File: config.mk
export PLATFORM = sky130hd
export DESIGN_NAME = mux_arbiter
export DESIGN_NICKNAME = d
export VERILOG_FILES = /design/src/rtl/mux_arbiter.sv
export SDC_FILE = /design/constraint.sdc
export NUM_CORES = 1
export LEC_CHECK = 0
export ABC_AREA = 1
export BUFFER_PORTS_ARGS = -buffer_cell sky130_fd_sc_hd__buf_2
export CAP_MARGIN = 5
export CORE_AREA = 5 5 52 65
export CTS_CLUSTER_DIAMETER = 40
export CTS_CLUSTER_SIZE = 24
export DETAILED_ROUTE_END_ITERATION = 6
export DIE_AREA = 0 0 57 70
export PLACE_DENSITY = 0.71
export REMOVE_ABC_BUFFERS = 1
export SKIP_LAST_GASP = 1
export SLEW_MARGIN = 0
export SYNTH_ARGS = -nofsm -noshare
export SYNTH_HDL_FRONTEND = slang
export SYNTH_SLANG_ARGS = --single-unit
File: constraint.sdc
create_clock -name sysclk -period 1.4 [get_ports sysclk]
set_input_delay 0.28 -clock sysclk [delete_from_list [all_inputs] [get_ports sysclk]]
set_output_delay 0.28 -clock sysclk [all_outputs]
set_load 0.005 [all_outputs]
File: src/rtl/mux_arbiter.sv
// mux_arbiter: two-requester round-robin arbiter with bounded bursts.
// The winner's data is captured into a single output register stage.
// A valid/ready handshake is used on both requester sides and on the output side.
// Optional build macro MUX_ARB_STATS_EN adds saturating per-requester grant counters.
module mux_arbiter #(
   parameter int WIDTH     = 8,
   parameter int MAX_BURST = 4,
   parameter int CNT_W     = 16
) (
   input  logic             sysclk,
   input  logic             rst,
   input  logic             a_valid,
   input  logic [WIDTH-1:0] a_data,
   output logic             a_ready,
   input  logic             b_valid,
   input  logic [WIDTH-1:0] b_data,
   output logic             b_ready,
   output logic             out_valid,
   output logic [WIDTH-1:0] out_data,
   output logic             out_src,
   input  logic             out_ready
`ifdef MUX_ARB_STATS_EN
   ,
   output logic [CNT_W-1:0] a_grants,
   output logic [CNT_W-1:0] b_grants
`endif
);

   typedef enum logic [1:0] {IDLE, OWN_A, OWN_B} state_t;

   state_t           state_q;
   logic [7:0]       burst_cnt_q;
   logic [7:0]       burst_cnt_d;
   logic             last_owner_q;   // 0 = A, 1 = B
   logic             out_valid_q;
   logic [WIDTH-1:0] out_data_q;
   logic             out_src_q;

   logic             load;
   logic             win_a;
   logic             win_b;
   logic             at_max;
   logic             xfer_a;
   logic             xfer_b;

   // The output register can take a new beat when it is empty or being drained.
   assign load   = !out_valid_q | out_ready;
   assign at_max = (burst_cnt_q >= 8'(MAX_BURST));

   // Winner selection: the owner keeps the path until its burst is used up
   // while the other side waits. A lone requester keeps winning at saturation.
   always_comb begin
      win_a = 1'b0;
      win_b = 1'b0;
      case (state_q)
         OWN_A: begin
            if (a_valid && (!at_max || !b_valid)) win_a = 1'b1;
            else if (b_valid)                      win_b = 1'b1;
         end
         OWN_B: begin
            if (b_valid && (!at_max || !a_valid)) win_b = 1'b1;
            else if (a_valid)                      win_a = 1'b1;
         end
         default: begin
            if (a_valid && b_valid) begin
               if (last_owner_q) win_a = 1'b1;
               else              win_b = 1'b1;
            end else if (a_valid) begin
               win_a = 1'b1;
            end else if (b_valid) begin
               win_b = 1'b1;
            end
         end
      endcase
   end

   // Readies are forced low while reset is held.
   assign a_ready = load & win_a & !rst;
   assign b_ready = load & win_b & !rst;
   assign xfer_a  = a_valid & a_ready;
   assign xfer_b  = b_valid & b_ready;

   // Burst count for the next beat: continue and saturate for the same owner, else restart at 1.
   always_comb begin
      burst_cnt_d = 8'd1;
      if ((state_q == OWN_A && xfer_a) || (state_q == OWN_B && xfer_b)) begin
         burst_cnt_d = at_max ? burst_cnt_q : burst_cnt_q + 8'd1;
      end
   end

   // Arbitration state and the output register stage; a stall holds everything.
   always_ff @(posedge sysclk or posedge rst) begin
      if (rst) begin
         state_q      <= IDLE;
         burst_cnt_q  <= 8'd0;
         last_owner_q <= 1'b1;
         out_valid_q  <= 1'b0;
         out_data_q   <= '0;
         out_src_q    <= 1'b0;
      end else if (load) begin
         if (xfer_a) begin
            state_q      <= OWN_A;
            burst_cnt_q  <= burst_cnt_d;
            last_owner_q <= 1'b0;
            out_valid_q  <= 1'b1;
            out_data_q   <= a_data;
            out_src_q    <= 1'b0;
         end else if (xfer_b) begin
            state_q      <= OWN_B;
            burst_cnt_q  <= burst_cnt_d;
            last_owner_q <= 1'b1;
            out_valid_q  <= 1'b1;
            out_data_q   <= b_data;
            out_src_q    <= 1'b1;
         end else begin
            state_q      <= IDLE;
            burst_cnt_q  <= 8'd0;
            out_valid_q  <= 1'b0;
         end
      end
   end

   assign out_valid = out_valid_q;
   assign out_data  = out_data_q;
   assign out_src   = out_src_q;

`ifdef MUX_ARB_STATS_EN
   logic [CNT_W-1:0] a_grants_q;
   logic [CNT_W-1:0] b_grants_q;

   // Per-requester accepted-beat counters that saturate at all-ones.
   always_ff @(posedge sysclk or posedge rst) begin
      if (rst) begin
         a_grants_q <= '0;
         b_grants_q <= '0;
      end else begin
         if (xfer_a && (a_grants_q != '1)) a_grants_q <= a_grants_q + 1'b1;
         if (xfer_b && (b_grants_q != '1)) b_grants_q <= b_grants_q + 1'b1;
      end
   end

   assign a_grants = a_grants_q;
   assign b_grants = b_grants_q;
`endif

endmodule

==> reports/summary.md <==
The run finished, with violations left. The final reports fail on negative setup slack. Clock tree synthesis selected as its root buffer the cell clkbuf_4. For this configuration, the core starts out at a cell density of 43.0%. Slack of the critical path: -0.502 ns.

For this block, the initial DRC count from the detailed router was 18. The worst hold slack was 0.0483 ns; the maximum resistive drop on vdd was 0.000924 V. The number of max-capacitance violations reported came out at 0.

The total number of clock tree sinks was 21; the ratio of routed vias to standard cells was 4.66. The hold violation total from the final report came out at 0. The routed design could run at a clock period as short as 1.90 ns. The number of hold buffers added after CTS was 0. The logs give 10.8% for the share of total power in the clock network and 3120 um for the wire length after detailed routing.

For this run the aggregate overflow at the end of global routing stands at 0. Yosys warning count: 0. The clock latency reported for the late side of the worst-skew pair is 0.31 ns, and the overall die width is 57 um.

The mapped cell area is 1150 sq um. For the required time of the critical path, the log shows 1.12 ns. TritonCTS built the clock tree. The via count of the first global-routing pass was 1,232. The most repeated library cell on the critical path is inv_2. The worst setup path endpoint is b_ready.

The maximum operating frequency was 526 MHz; the die footprint was 3990 sq um. Along the worst path, the maximum fanout reaches 3. Relative to the synthesized area, the layout overhead comes to 48.5%. The tools report the sequential fraction of the synthesis area as 45.7%. The setup path with the least slack is of type flip-flop to primary output.

For the worst flop-to-flop path, the logic depth is 12. The combinational group share of total power was 56.8%. Final worst-path cycle share: 136%. The number of pins with negative max-slew slack in the final report was 0. The switching power summed over all nets came out at 1.17 mW.

The total area inside the core boundary comes to 2680 sq um. Clock-pin slew reported for the worst setup and hold paths after clock tree synthesis: 0.13 ns. The worst register-to-register path begins at state_q[1]$_DFFE_PP0N_.

The tools report the site row count as 21. Across all register-to-register paths, the minimum setup slack is -0.41 ns. Summed over all cells, the static leakage comes to 0.982 nW.

Once detail routing completed, the nets flagged for antenna violations numbered 0. For this run, design rule violations remaining after detail routing come to 0. Setup violations remaining at the end of the flow were counted as 23. For this design the ratio of total power to cell area is 1650 nW/um^2. Internal power comes to 1.65 mW. The post-route netlist has 42.3% of its cells at a drive strength greater than 1.

The run gives 5220 um as the wire length of the first global-routing pass. Before CTS, the worst setup slack after placement is -0.248 ns. Setup repair after global routing could not meet its margin everywhere. The congestion estimate from routability-driven global placement came to 0.900. At the pin with the least slew margin, the transition time is 0.431 ns. After detailed routing, the average wire length per cell comes to 12.6 um. The largest clock skew in the final design came out at 0.00897 ns. The tools report the endpoint of the most critical register-to-register path as out_data[4]$_DFFE_PP0P_.

The flop and latch count out of synthesis works out to 21. Net switching is 41.5% of the power. The critical path's slowest cell was dfrtp_1. The number of buffer cells added on primary ports is 32, and the overall via count from detail_route is 1,152. The number of antenna violations at the first check in global routing was 0. Entering global routing, the biggest net connects 22 pins.

Traced cell by cell, the critical path runs through ha_4 > inv_4 > a21oi_4 > nand2_1 > nand3_2 > inv_2 > nand2_2 > inv_2 > buf_6. In the global route stage, overall resource usage came out at 16.4%. A synthesized cell averages 7.43 sq um.

In this run the worst setup path begins at state_q[1]$_DFFE_PP0N_. For this run, the slowest stage of the critical path takes 0.44 ns. The worst setup path is captured at a primary output.

In this run, CTS created clock tree buffers numbering 3. Overall power consumption after layout is estimated at 2.83 mW. The deepest level of the CTS H-tree is 1.

The logs give 0 for the number of diodes and 1.62 ns for the data arrival time of the critical path. From bottom edge to top edge, the die measures 70 um. The number of library cell types mapped by synthesis is 20, and the I/O pin total is 33. The worst setup path is launched from a flip-flop. The kind of path behind the tightest hold check was input pin to asynchronous set/reset pin. Summed over all nets, the half-perimeter wirelength after detailed placement is 2070 um. The headroom to the max-slew limit is 71.0%. The clock passes through at most 2 buffers.

In the synthesized netlist, the number of instances is 155. For this run, the post-layout net count is 239. The share of total power dissipated in sequential elements is 32.5%. The iteration count of the initial detailed-routing pass was 4.
[critical path: cells and delay by family, from the launching register on]
| kind | cells | cell delay (ns) |
|---|---|---|
| AOI/OAI and AO/OA | 1 | 0.13 |
| and+or+nand+nor | 3 | 0.24 |
| buffers and inverters | 4 | 0.22 |
| DFF | 1 | 0.44 |
| adders and majority gates | 1 | 0.29 |
[routing by layer]
| layer | wire length, um | vias up | GRT usage [%] |
|---|---|---|---|
| met5 | 0 | - | 0 |
| li1 | - | 580 | - |
| met2 | 1680 | 41 | 29.1 |
| met1 | 1180 | 523 | 17.1 |
| met3 | 177 | 8 | 3.68 |
| met4 | 74 | 0 | 9.79 |
[cells in the final DEF, fill, tap and decap left out]
cell / count
a21oi_1: 1
nand4_1: 1
buf_6: 6
nor2_2: 2
ha_4: 1
o21ai_1: 2
dfstp_2: 1
nand2_8: 1
a21oi_4: 2
buf_12: 1
buf_2: 30
o21a_1: 2
inv_2: 3
buf_4: 16
nand3_1: 9
inv_8: 1
nor3_1: 1
xor2_1: 1
o21ai_2: 1
ha_2: 1
clkbuf_4: 3
inv_1: 30
nand2_4: 3
o21ai_0: 2
dfrtp_1: 20
nor2_1: 5
inv_4: 1
nor2_4: 2
nand2_1: 47
nand3_2: 5
clkinvlp_4: 1
buf_8: 1
clkinv_4: 1
ha_1: 2
nand2_2: 7
[how the worst min path moves through the flow]
stage               startpoint                         end  cells after the start
finish                     rst  burst_cnt_q[2]$_DFFE_PP0N_                      3
floorplan                  rst  burst_cnt_q[0]$_DFFE_PP0N_                      1
CTS                        rst  burst_cnt_q[2]$_DFFE_PP0N_                      3
global placement           rst      state_q[0]$_DFFE_PP0N_                      3
detailed placement         rst      state_q[1]$_DFFE_PP0N_                      3
global route               rst  burst_cnt_q[5]$_DFFE_PP0N_                      3
[cells by family (layout without fill, tap and decap cells)]
kind of cell	count (synthesis)	count (layout)	synth area share [%]
adders and majority gates	4	4	4.34
and+or+nand+nor	82	83	31.4
buffers and inverters	37	94	13.0
xor gates and xnor gates	1	1	0.760
DFF	21	21	45.7
AOI/OAI and AO/OA	10	10	4.78
[Yosys cell counts]
cell type | count | area, sq um
o21ai_0 | 5 | 25.0
nor2_2 | 1 | 6.26
dfstp_2 | 1 | 26.3
nor3_1 | 1 | 5.00
ha_1 | 4 | 50.1
buf_6 | 1 | 11.3
nand3_2 | 1 | 10.0
xor2_1 | 1 | 8.76
nand3_1 | 13 | 65.1
clkinv_2 | 1 | 5.00
dfrtp_1 | 20 | 500
nand4_1 | 1 | 6.26
nand2_4 | 2 | 22.5
nand2_1 | 51 | 191
nand2_2 | 4 | 25.0
inv_4 | 1 | 6.26
inv_1 | 34 | 128
nor2_1 | 8 | 30.0
o21a_1 | 2 | 15.0
a21oi_1 | 3 | 15.0
[power by group through the flow]
stage               clock network [mW]  registers (mW)  logic [mW]
global route                     0.341           0.940        1.77
global placement                     0           0.915        1.07
detailed placement                   0           0.919        1.11
finish                           0.304           0.918        1.60
floorplan                            0           0.931       0.632
CTS                              0.315           0.919        1.37
[repair_timing]
item / in CTS / in global routing
setup buffers: 7 / 3
pin swaps: 15 / 12
cloned: 1 / 1
resized for setup: 27 / 15
endpoints found under the setup margin: 23 / 23
[final cells by class]
class                      count  area (sq um)
tap                           34          42.5
clock buffer                   3          22.5
sequential                    21           527
timing repair buffer          54           373
multi-input combinational     98           589
fill                         244           968
clock inverter                 1          7.51
inverter                      36           150
[through the flow]
step / utilization, % / setup TNS, ns / instance area [sq um] / std cells
final: 63.9 / -8.05 / 1710 / 247
after global placement: 53.7 / -2.84 / 1440 / 231
after detailed placement: 53.7 / -4.44 / 1440 / 231
after floorplan: - / -1.18 / 1140 / 154
after global routing: 63.9 / -10.10 / 1710 / 247
after CTS: 60.3 / -6.46 / 1620 / 243
[flip-flops by register name (all words and copies together), names as in the netlist]
register	count
burst_cnt_q	8
last_owner_q	1
out_data	8
out_src	1
out_valid	1
state_q	2
(Power assumes the default switching activity.)
